## src/rtl/cmd_seq_pkg.sv

```systemverilog
`default_nettype none
// ============================================================================
// Module   : cmd_seq_pkg
// Brief    : Shared types and constants for the Knight command sequencer:
//            acknowledge byte, FSM/error encodings and command constants that
//            benches reuse when building tour scripts.
// Revision : 1.0 - initial release
// ============================================================================
package cmd_seq_pkg;

  // Positive acknowledge byte returned by the Knight for a good command
  localparam logic [7:0] POS_ACK = 8'hA5;

  typedef enum logic [1:0] {
    IDLE      = 2'd0,
    SEND      = 2'd1,
    WAIT_SNT  = 2'd2,
    WAIT_RESP = 2'd3
  } seq_state_t;

  typedef enum logic [1:0] {
    ERR_NONE  = 2'd0,
    ERR_NAK   = 2'd1,
    ERR_TMO   = 2'd2,
    ERR_ABORT = 2'd3
  } err_code_t;

  // Command opcodes live in the top nibble of the 16-bit command word
  localparam logic [15:0] CAL_GYRO   = 16'h2000;
  localparam logic [3:0]  OP_MOVE    = 4'h4;
  localparam logic [3:0]  OP_FANFARE = 4'h5;

  // Heading field encodings for move commands
  localparam logic [7:0] HDG_N = 8'h00;
  localparam logic [7:0] HDG_W = 8'h3F;
  localparam logic [7:0] HDG_S = 8'h7F;
  localparam logic [7:0] HDG_E = 8'hBF;

  // Build a move command: {opcode, heading, squares}
  function automatic logic [15:0] mk_move(input logic [7:0] hdg,
                                          input logic [3:0] squares);
    return {OP_MOVE, hdg, squares};
  endfunction

endpackage
`default_nettype wire

```

## src/rtl/cmd_seq_player_if.sv

```systemverilog
`default_nettype none
// ============================================================================
// Module   : cmd_seq_player_if
// Brief    : RemoteComm-style command handshake (cmd/snd_cmd out, cmd_snt,
//            resp_rdy, resp back). master = sequencer, slave = RemoteComm.
// Revision : 1.0 - initial release
// ============================================================================
interface cmd_seq_player_if;
  logic [15:0] cmd;
  logic        snd_cmd;
  logic        cmd_snt;
  logic        resp_rdy;
  logic [7:0]  resp;

  modport master (
    output cmd,
    output snd_cmd,
    input  cmd_snt,
    input  resp_rdy,
    input  resp
  );

  modport slave (
    input  cmd,
    input  snd_cmd,
    output cmd_snt,
    output resp_rdy,
    output resp
  );
endinterface
`default_nettype wire

```

## src/rtl/cmd_seq_mem.sv

```systemverilog
`default_nettype none
// ============================================================================
// Module   : cmd_seq_mem
// Brief    : DEPTH x 16 command store. Appends on wr_en until full (further
//            writes are dropped), clr empties it, combinational read port.
// Revision : 1.0 - initial release
// ============================================================================
module cmd_seq_mem
  import cmd_seq_pkg::*;
#(
  parameter int DEPTH = 16
) (
  input  logic                     clk,
  input  logic                     rst_n,
  input  logic                     wr_en,
  input  logic [15:0]              wr_data,
  input  logic                     clr,
  input  logic [$clog2(DEPTH)-1:0] rd_idx,
  output logic [15:0]              rd_data,
  output logic [$clog2(DEPTH):0]   cnt
);

  localparam int AW = $clog2(DEPTH);
  localparam int CW = AW + 1;

  logic [15:0] slots [DEPTH];
  logic        full;

  assign full    = (cnt == CW'(DEPTH));
  assign rd_data = slots[rd_idx];

  // Slot contents need no reset; only cnt defines which slots are valid
  always_ff @(posedge clk) begin
    if (wr_en && !clr && !full)
      slots[cnt[AW-1:0]] <= wr_data;
  end

  // Fill count: clr beats a simultaneous write, saturates at DEPTH
  always_ff @(posedge clk or negedge rst_n) begin
    if (!rst_n)
      cnt <= '0;
    else if (clr)
      cnt <= '0;
    else if (wr_en && !full)
      cnt <= cnt + CW'(1);
  end

endmodule
`default_nettype wire

```

## src/rtl/cmd_seq_player.sv

```systemverilog
`default_nettype none
// ============================================================================
// Module   : cmd_seq_player
// Brief    : Replays a stored list of Knight commands over a RemoteComm-style
//            handshake, checking each response against POS_ACK with a
//            per-command timeout and bounded retries.
// Options  : CMD_SEQ_RESP_LOG_EN - adds a per-slot response log readable via
//            log_idx / log_data.
// Revision : 1.0 - initial release
// ============================================================================
module cmd_seq_player
  import cmd_seq_pkg::*;
#(
  parameter int DEPTH     = 16,
  parameter int TMO_CLKS  = 1000000,
  parameter int MAX_RETRY = 2
) (
  input  logic                     clk,
  input  logic                     rst_n,
  input  logic                     wr_en,
  input  logic [15:0]              wr_data,
  input  logic                     clr,
  input  logic                     start,
  input  logic                     abort,
  cmd_seq_player_if.master         rc,
  output logic [$clog2(DEPTH):0]   cnt,
  output logic [$clog2(DEPTH)-1:0] cmd_idx,
  output logic                     busy,
  output logic                     done,
  output logic                     err,
  output logic [1:0]               err_code
`ifdef CMD_SEQ_RESP_LOG_EN
  ,
  input  logic [$clog2(DEPTH)-1:0] log_idx,
  output logic [7:0]               log_data
`endif
);

  localparam int AW = $clog2(DEPTH);
  localparam int CW = AW + 1;
  localparam int TW = (TMO_CLKS > 1) ? $clog2(TMO_CLKS) : 1;
  localparam int RW = (MAX_RETRY > 0) ? $clog2(MAX_RETRY + 1) : 1;

  seq_state_t      state;
  logic [TW-1:0]   tmo_cnt;
  logic [RW-1:0]   retry;
  logic [15:0]     cmd_reg;
  logic            snd_cmd_reg;
  logic [AW-1:0]   rd_idx;
  logic [15:0]     rd_data;
  logic            start_ok;
  logic            resp_ok;
  logic            is_last;
  logic            tmo_hit;

  assign rc.cmd     = cmd_reg;
  assign rc.snd_cmd = snd_cmd_reg;

  assign start_ok = (state == IDLE) && start && (cnt != '0);
  // A response only counts in WAIT_RESP, and abort pre-empts it
  assign resp_ok  = (state == WAIT_RESP) && rc.resp_rdy && !abort;
  assign is_last  = ({1'b0, cmd_idx} == (cnt - CW'(1)));
  assign tmo_hit  = (tmo_cnt == TW'(TMO_CLKS - 1));

  // Read the slot that SEND will present next, so cmd and snd_cmd are
  // registered together on entry to SEND
  always_comb begin
    rd_idx = cmd_idx;
    if (state == IDLE)
      rd_idx = '0;
    else if (state == WAIT_RESP && rc.resp_rdy)
      rd_idx = cmd_idx + AW'(1);
  end

  cmd_seq_mem #(
    .DEPTH (DEPTH)
  ) u_mem (
    .clk     (clk),
    .rst_n   (rst_n),
    .wr_en   (wr_en && (state == IDLE)),
    .wr_data (wr_data),
    .clr     (clr && (state == IDLE)),
    .rd_idx  (rd_idx),
    .rd_data (rd_data),
    .cnt     (cnt)
  );

  // Playback FSM with registered handshake and status outputs
  always_ff @(posedge clk or negedge rst_n) begin
    if (!rst_n) begin
      state       <= IDLE;
      tmo_cnt     <= '0;
      retry       <= '0;
      cmd_reg     <= '0;
      snd_cmd_reg <= 1'b0;
      cmd_idx     <= '0;
      busy        <= 1'b0;
      done        <= 1'b0;
      err         <= 1'b0;
      err_code    <= ERR_NONE;
    end else begin
      snd_cmd_reg <= 1'b0;
      done        <= 1'b0;
      if (state != IDLE && abort) begin
        state    <= IDLE;
        busy     <= 1'b0;
        err      <= 1'b1;
        err_code <= ERR_ABORT;
      end else begin
        case (state)
          IDLE: begin
            if (start_ok) begin
              state       <= SEND;
              busy        <= 1'b1;
              cmd_idx     <= '0;
              retry       <= '0;
              err         <= 1'b0;
              err_code    <= ERR_NONE;
              cmd_reg     <= rd_data;
              snd_cmd_reg <= 1'b1;
            end
          end
          SEND: begin
            state <= WAIT_SNT;
          end
          WAIT_SNT: begin
            // The UART always finishes, so no timeout here
            if (rc.cmd_snt) begin
              state   <= WAIT_RESP;
              tmo_cnt <= '0;
            end
          end
          WAIT_RESP: begin
            // A response on the timeout cycle still wins
            if (rc.resp_rdy) begin
              if (rc.resp == POS_ACK) begin
                if (is_last) begin
                  state <= IDLE;
                  busy  <= 1'b0;
                  done  <= 1'b1;
                end else begin
                  state       <= SEND;
                  cmd_idx     <= cmd_idx + AW'(1);
                  retry       <= '0;
                  cmd_reg     <= rd_data;
                  snd_cmd_reg <= 1'b1;
                end
              end else begin
                state    <= IDLE;
                busy     <= 1'b0;
                err      <= 1'b1;
                err_code <= ERR_NAK;
              end
            end else if (tmo_hit) begin
              if (retry < RW'(MAX_RETRY)) begin
                state       <= SEND;
                retry       <= retry + RW'(1);
                cmd_reg     <= rd_data;
                snd_cmd_reg <= 1'b1;
              end else begin
                state    <= IDLE;
                busy     <= 1'b0;
                err      <= 1'b1;
                err_code <= ERR_TMO;
              end
            end else begin
              tmo_cnt <= tmo_cnt + TW'(1);
            end
          end
          default: begin
            state <= IDLE;
            busy  <= 1'b0;
          end
        endcase
      end
    end
  end

`ifdef CMD_SEQ_RESP_LOG_EN
  logic [7:0] log_mem [DEPTH];

  assign log_data = log_mem[log_idx];

  // Response log: wiped on each accepted start, one byte per slot
  always_ff @(posedge clk or negedge rst_n) begin
    if (!rst_n) begin
      for (int i = 0; i < DEPTH; i++)
        log_mem[i] <= '0;
    end else if (start_ok) begin
      for (int i = 0; i < DEPTH; i++)
        log_mem[i] <= '0;
    end else if (resp_ok) begin
      log_mem[cmd_idx] <= rc.resp;
    end
  end
`endif

endmodule
`default_nettype wire

```

## src/flat_wrapper.sv

```systemverilog
// flat-port wrapper written by rule: the top's interface ports become plain ports
module cmd_seq_player_flat import cmd_seq_pkg::*;
#(
  parameter int DEPTH     = 16,
  parameter int TMO_CLKS  = 1000000,
  parameter int MAX_RETRY = 2
)
  (clk, rst_n, wr_en, wr_data, clr, start, abort, cnt, cmd_idx, busy, done, err, err_code, rc_cmd, rc_snd_cmd, rc_cmd_snt, rc_resp_rdy, rc_resp);
  cmd_seq_player_if rc_i ();
  input  logic clk;
  input  logic rst_n;
  input  logic wr_en;
  input  logic [15:0] wr_data;
  input  logic clr;
  input  logic start;
  input  logic abort;
  output logic [$clog2(DEPTH):0] cnt;
  output logic [$clog2(DEPTH)-1:0] cmd_idx;
  output logic busy;
  output logic done;
  output logic err;
  output logic [1:0] err_code;
  output wire logic [$bits(rc_i.cmd)-1:0] rc_cmd;
  output wire logic [$bits(rc_i.snd_cmd)-1:0] rc_snd_cmd;
  input wire logic [$bits(rc_i.cmd_snt)-1:0] rc_cmd_snt;
  input wire logic [$bits(rc_i.resp_rdy)-1:0] rc_resp_rdy;
  input wire logic [$bits(rc_i.resp)-1:0] rc_resp;
  assign rc_cmd = rc_i.cmd;
  assign rc_snd_cmd = rc_i.snd_cmd;
  assign rc_i.cmd_snt = rc_cmd_snt;
  assign rc_i.resp_rdy = rc_resp_rdy;
  assign rc_i.resp = rc_resp;
  cmd_seq_player #(.DEPTH(DEPTH), .TMO_CLKS(TMO_CLKS), .MAX_RETRY(MAX_RETRY)) u_core (.clk(clk), .rst_n(rst_n), .wr_en(wr_en), .wr_data(wr_data), .clr(clr), .start(start), .abort(abort), .rc(rc_i), .cnt(cnt), .cmd_idx(cmd_idx), .busy(busy), .done(done), .err(err), .err_code(err_code));
endmodule
```

## config.mk

```make
export PLATFORM = sky130hd
export DESIGN_NAME = cmd_seq_player_flat
export DESIGN_NICKNAME = d
export VERILOG_FILES = /design/src/rtl/cmd_seq_pkg.sv /design/src/rtl/cmd_seq_player_if.sv /design/src/rtl/cmd_seq_mem.sv /design/src/rtl/cmd_seq_player.sv /design/src/flat_wrapper.sv
export SDC_FILE = /design/constraint.sdc
export NUM_CORES = 1
export LEC_CHECK = 0
export ABC_AREA = 1
export BUFFER_PORTS_ARGS = -buffer_cell sky130_fd_sc_hd__buf_4
export CAP_MARGIN = 15
export CORE_MARGIN = 4
export CORE_UTILIZATION = 55
export DETAILED_ROUTE_END_ITERATION = 7
export GPL_ROUTABILITY_DRIVEN = 0
export PLACE_DENSITY = 0.73
export SYNTH_ARGS = -nofsm -noshare
export SYNTH_HDL_FRONTEND = slang
export SYNTH_SLANG_ARGS = --single-unit
```

## constraint.sdc

```tcl
create_clock -name clk -period 3 [get_ports clk]
set_clock_uncertainty 0.15 [all_clocks]
set_input_delay 0.15 -clock clk [delete_from_list [all_inputs] [get_ports clk]]
set_output_delay 0.15 -clock clk [all_outputs]
set_load 0.01 [all_outputs]
```

* Word-level counts from Yosys, hierarchy flattened
Memory sizes are Yosys's and may differ from the RTL's. Index checks and enable logic that the tools add are counted.
Word-level totals: bits in registers 55, memory bits (writable) 256, input bits 32, output and inout bits 31, logic and storage cells 139, memories 1
Operators by class: add/subtract/negate cells 5, magnitude comparators 1, eq/ne operators 24, multiplexer cells 72, bitwise operators 1, reductions and logical operators 24
Memory list:
- u_core.u_mem.slots | words 16, width 16, read ports 1, clocked after Yosys merged registers in 0, write ports 1, line cmd_seq_mem.sv:26 | logic [15:0] slots [DEPTH];
Operator list (number):
- two-way mux 16 bit | 6
- two-way mux 20 bit | 3
- case mux 20 bit (2 select lines) | 1
- two-way mux 2 bit | 16
- case mux 16 bit (2 select lines) | 1
- two-way mux 1 bit | 30
- two-way mux 4 bit | 6
- adder 20 x 1 -> 20 bit (second input constant) | 1
- equality test 20 bit (second input constant) | 1
- AND reduction 5 bit | 3
- inequality test 2 bit (second input constant) | 6
- two-way mux 5 bit | 2
- logical AND 1 bit | 9
- inequality test 3 x 2 -> 1 bit (second input constant) | 3
- inequality test 3 bit (second input constant) | 3
- equality test 8 bit (second input constant) | 1
- inequality test 4 bit (second input constant) | 2
- case mux 2 bit (2 select lines) | 2
- case mux 2 bit (4 select lines) | 1
- case mux 4 bit (2 select lines) | 1
- nonzero test 2 bit | 4
- AND reduction 7 bit | 1
- case mux 1 bit (2 select lines) | 3
- AND reduction 6 bit | 1
- other kinds (18) | 20

* Depth between registers and ports, before layout
An unclocked memory read counts as a cell.
word-level depth 9, depth in mapped cells 15, depth with buffers taken out 14

* Cells and area by module
From an unflattened synthesis, not the netlist that was laid out.
Second synthesis, totals: cell total of the unflattened synthesis 1513, area, all modules 14401.3 um2
By module, submodules not included:
- cmd_seq_mem | times used 1, cells an instance 1093, area an instance 11348.4 um2, seq. area each 7812.5 um2
- cmd_seq_player | times used 1, cells an instance 420, area an instance 3052.9 um2, seq. area each 1251.2 um2

* Worst setup path after synthesis
Ideal clock, no wire load.
kind register -> register, start point reg u_core.u_mem.cnt[0], end point mem u_core.u_mem.slots[3][0], enable pin, library setup time 0.409 ns, data arrival time 2.393 ns, data required time 2.441 ns, setup slack 0.048 ns, stages on the path, launching flop included 8, buffers on the path 0, period minus slack after synthesis 2.952 ns, cell sequence dfrtp_1 > inv_1 > ha_1 > nand3_1 > nand3_1 > inv_1 > nand2_1 > nor3_1
Between the ends: cells in the longest elaborated chain, start to end 5
Ends and longest elaborated chain:
- start, declared | line cmd_seq_mem.sv:20 | output logic [$clog2(DEPTH):0] cnt
- start signal, assigned | line cmd_seq_mem.sv:45 | cnt <= cnt + CW'(1);
- equality test 5 bit | line cmd_seq_mem.sv:29 | assign full = (cnt == CW'(DEPTH));
- logical NOT 1 bit | line cmd_seq_mem.sv:34 | if (wr_en && !clr && !full)
- logical AND 1 bit | line cmd_seq_mem.sv:34
- two-way mux 1 bit | line cmd_seq_mem.sv:34
- two-way mux 1 bit (not written as such) | line cmd_seq_mem.sv:35 | slots[cnt[AW-1:0]] <= wr_data;
- end, declared | line cmd_seq_mem.sv:26
Parallel ways exist; a longest one is shown, timed or not.

* Final worst setup path
start point reg u_core.state[0], end point reg u_core.cmd_reg[0] (netlist: u_core.rc.cmd[0])
Between the ends: cells in the longest elaborated chain, start to end 9, elaborated cells between the ends (all ways) 25, classes of those cells 6 x eq/ne; 9 x mux; 1 x bitwise; 8 x reduce/logical; 1 x memory
Ends and longest elaborated chain:
- start, declared | line cmd_seq_player.sv:44 | seq_state_t state;
- start signal, assigned | line cmd_seq_player.sv:91 | state <= IDLE;
- start signal, assigned | line cmd_seq_player.sv:105 | state <= IDLE;
- start signal, assigned | line cmd_seq_player.sv:113 | state <= SEND;
- equality test 2 bit
- logical AND 1 bit | line cmd_seq_player.sv:71 | else if (state == WAIT_RESP && rc.resp_rdy)
- two-way mux 4 bit | line cmd_seq_player.sv:71
- two-way mux 4 bit | line cmd_seq_player.sv:69 | if (state == IDLE)
- memory read (16 x 16 bit)
- two-way mux 16 bit, on equally long branches | line cmd_seq_player.sv:155, cmd_seq_player.sv:137
- two-way mux 16 bit, on equally long branches | line cmd_seq_player.sv:154, cmd_seq_player.sv:136
- two-way mux 16 bit | line cmd_seq_player.sv:135 | if (rc.resp_rdy) begin
- case mux 16 bit (2 select lines) | line cmd_seq_player.sv:110 | case (state)
- end signal, assigned | line cmd_seq_player.sv:119 | cmd_reg <= rd_data;
- end signal, assigned | line cmd_seq_player.sv:145 | cmd_reg <= rd_data;
- end signal, assigned | line cmd_seq_player.sv:158 | cmd_reg <= rd_data;
- end, declared | line cmd_seq_player.sv:47 | logic [15:0] cmd_reg;
Parallel ways exist; a longest one is shown, timed or not. The select of a mux whose other input is x is not followed. A chain may end at the register's enable or synchronous reset.

==> impl_metrics.json <==
{
  "finalWorstSetupSlack_ps": 234,
  "final_cell_mix": "nand2_1, inv_1, nand3_1",
  "mostFrequentLayoutCell": "nand2_1",
  "rsz0062_at_grt": "no",
  "place.port_buffers": 62,
  "layout.nets": 1693,
  "slew_headroom": 0.475,
  "die_h_um": 173,
  "fin_setup_tns_ps": 0,
  "cap_viol_max_count": 0,
  "syn_avg_cell_area_um2": 9.48,
  "vias_per_cell": 5.77,
  "cp.required_ps": 3300,
  "largest_reg_flops": 256,
  "fmax_mhz": 362,
  "ys_types": 35,
  "overflow": 0,
  "leakage_nw": 7.58,
  "boundaryPins": 63,
  "area_growth_syn_to_layout_pct": 15.4,
  "p_sw_frac": 0.328,
  "wl_um": 39000,
  "clock-root-buffer": "clkbuf_16",
  "clock_latency_ps": 530,
  "final-max-slew-violation-count": 0,
  "drt-initial-drc-count": 1273,
  "syn_nets": 1617,
  "power_frac_comb": 0.248,
  "antenna_found_initial": 0,
  "critPathKind": "reg2reg",
  "floorplan.initialDensity": 0.557,
  "cts_max_path_buffers": 3,
  "critPathLaunchType": "register",
  "n_antenna_cell": 0,
  "grt_max_degree": 90,
  "vias": 11600,
  "grt.total_usage": 0.259,
  "max_slew.worst_pin.slew_ps": 788,
  "fp.dieW_um": 173,
  "drc": 0,
  "setup_viol": 0,
  "dpl_worst_slack_ps": 279,
  "cts_tree": "done",
  "cp_max_fo": 64,
  "r2r-start": "u_core.state[0]$_DFFE_PN0P_",
  "synth_edf_count": 256,
  "numCtsBuffers": 34,
  "status": "finished clean",
  "ir_drop_mv": 0.465,
  "timing.final.hold_violations": 0,
  "clockPowerShare": 0.328,
  "core_um2": 26800,
  "critPathCaptureType": "register",
  "fin_crit_ps": 2770,
  "seq_area_frac_synth": 0.608,
  "drive_above_1_share": 0.115,
  "rows": 60,
  "hp-class": "in2async",
  "die_area_um2": 29800,
  "synthCells": 1574,
  "period_share": 0.922,
  "syn_area_um2": 14900,
  "r2r_cells": 12,
  "yosysWarnings": 0,
  "grt_pass1_vias": 11300,
  "ys_ff_latch": 311,
  "clock_sinks": 311,
  "num-fill-cells": 2077,
  "p_int_mw": 8.27,
  "detail_route.wl_per_cell_um": 19.3,
  "h-tree-depth": 2,
  "seqPwrFrac": 0.424,
  "synth_ff_type": "edfxtp_1",
  "postCtsSetupBuffers": 0,
  "r2r_setup_slack_ps": 230,
  "r2r_end": "u_core.rc.cmd[0]$_DFFE_PN0P_",
  "clkTransAtPathRegs_ps": 60,
  "crit_arrival_ps": 3070,
  "grt_pass1_wl_um": 62200,
  "p_sw_mw": 4.04,
  "dr.pass1.iters": 5,
  "cellPowerDensity_nw_per_um2": 715,
  "synth_async_sr_flop_share": 0.177,
  "dpl.hpwl_um": 23200,
  "ant_nets": 0
}
[power groups by stage]
stage                     combinational (mW)  sequential, mW  clock, mW
after floorplan                         1.84            5.25          0
after global placement                  2.92            5.29          0
after detailed placement                2.97            5.29          0
after CTS                               3.02            5.21       4.09
after global routing                    3.37            5.23       4.29
final                                   3.05            5.22       4.04
[cell families after synthesis]
kind of cell | after synthesis | synth area share
buf+inv | 395 | 0.107
flops | 311 | 0.608
simple gates | 802 | 0.254
compound gates | 48 | 0.0179
fa+ha+maj | 11 | 0.00923
xor+xnor | 7 | 0.00411
[area by class of cell]
type / instances / area (um2) / area share
clock buffers: 53 / 983 / 0.0571
clock inverters: 9 / 96.3 / 0.00560
inverters: 306 / 1150 / 0.0669
multi-input cells: 868 / 4350 / 0.252
flip-flops and latches: 311 / 9060 / 0.526
well taps: 341 / 427 / 0.0248
repair buffers: 129 / 1150 / 0.0667
[through the flow]
| stage | power [mW] | hold slack (ps) | utilization | instance area (um2) | cells |
|---|---|---|---|---|---|
| after floorplan | 7.09 | -296 | - | 14900 | 1574 |
| after global placement | 8.21 | 121 | 0.592 | 15900 | 1928 |
| after detailed placement | 8.26 | 132 | 0.592 | 15900 | 1928 |
| after CTS | 12.3 | 85.5 | 0.642 | 17200 | 2017 |
| after global routing | 12.9 | 168 | 0.642 | 17200 | 2017 |
| final | 12.3 | 111 | 0.642 | 17200 | 2017 |
[synth_stat cells, types with 3 or more instances]
cell type / number / share of area
nand2_1: 304 / 0.076
nor3b_1: 3 / 0.0015
nand4_1: 139 / 0.058
buf_1: 8 / 0.0020
o21ai_1: 3 / 0.0010
inv_1: 300 / 0.075
or2_2: 7 / 0.0029
ha_1: 11 / 0.0092
nand3b_1: 3 / 0.0015
buf_2: 47 / 0.016
a21oi_1: 7 / 0.0023
nand3_1: 270 / 0.091
nor3_1: 11 / 0.0037
inv_2: 6 / 0.0015
xor2_1: 7 / 0.0041
clkbuf_1: 22 / 0.0055
dfrtp_1: 55 / 0.092
buf_4: 9 / 0.0045
nor2_2: 3 / 0.0013
o21ai_0: 30 / 0.010
edfxtp_1: 256 / 0.52
nor2_1: 54 / 0.014
[routing by layer]
metal / up-vias / track usage / share of wire
met5: - / 0 / 0
met4: 0 / 0.0752 / 0.024
met3: 65 / 0.0481 / 0.095
met2: 583 / 0.425 / 0.48
met1: 5565 / 0.360 / 0.40
li1: 5417 / - / -
[worst max-delay path: stages (launching register included)]
cell and delay (ps):
dfrtp_1 390, inv_1 100, ha_1 360, inv_4 100
nand2_1 80, nor2_4 100, buf_4 630, nand3_1 200
nand3_1 150, nand3_1 150, nand2_1 120, nand2_1 70
nand2_1 100
[how the worst max path moves through the flow]
stage	from	to	slack [ps]
after floorplan	u_core.u_mem.cnt[0]$_DFFE_PN0P_	u_core.u_mem.slots[3][0]$_DFFE_PP_	50
after CTS	u_core.state[0]$_DFFE_PN0P_	u_core.rc.cmd[0]$_DFFE_PN0P_	250
final	u_core.state[0]$_DFFE_PN0P_	u_core.rc.cmd[0]$_DFFE_PN0P_	230
after detailed placement	u_core.state[0]$_DFFE_PN0P_	u_core.rc.cmd[0]$_DFFE_PN0P_	280
after global routing	u_core.state[0]$_DFFE_PN0P_	u_core.rc.cmd[0]$_DFFE_PN0P_	90
after global placement	u_core.state[0]$_DFFE_PN0P_	u_core.rc.cmd[9]$_DFFE_PN0P_	390
[timing repair]
item                                    4_1_cts  5_1_grt
endpoints found under the hold margin       324        0
resized for setup                             0        1
endpoints found under the setup margin        0        1
hold buffers                                 27        0
Note: power is estimated with default switching activity, not from simulation.
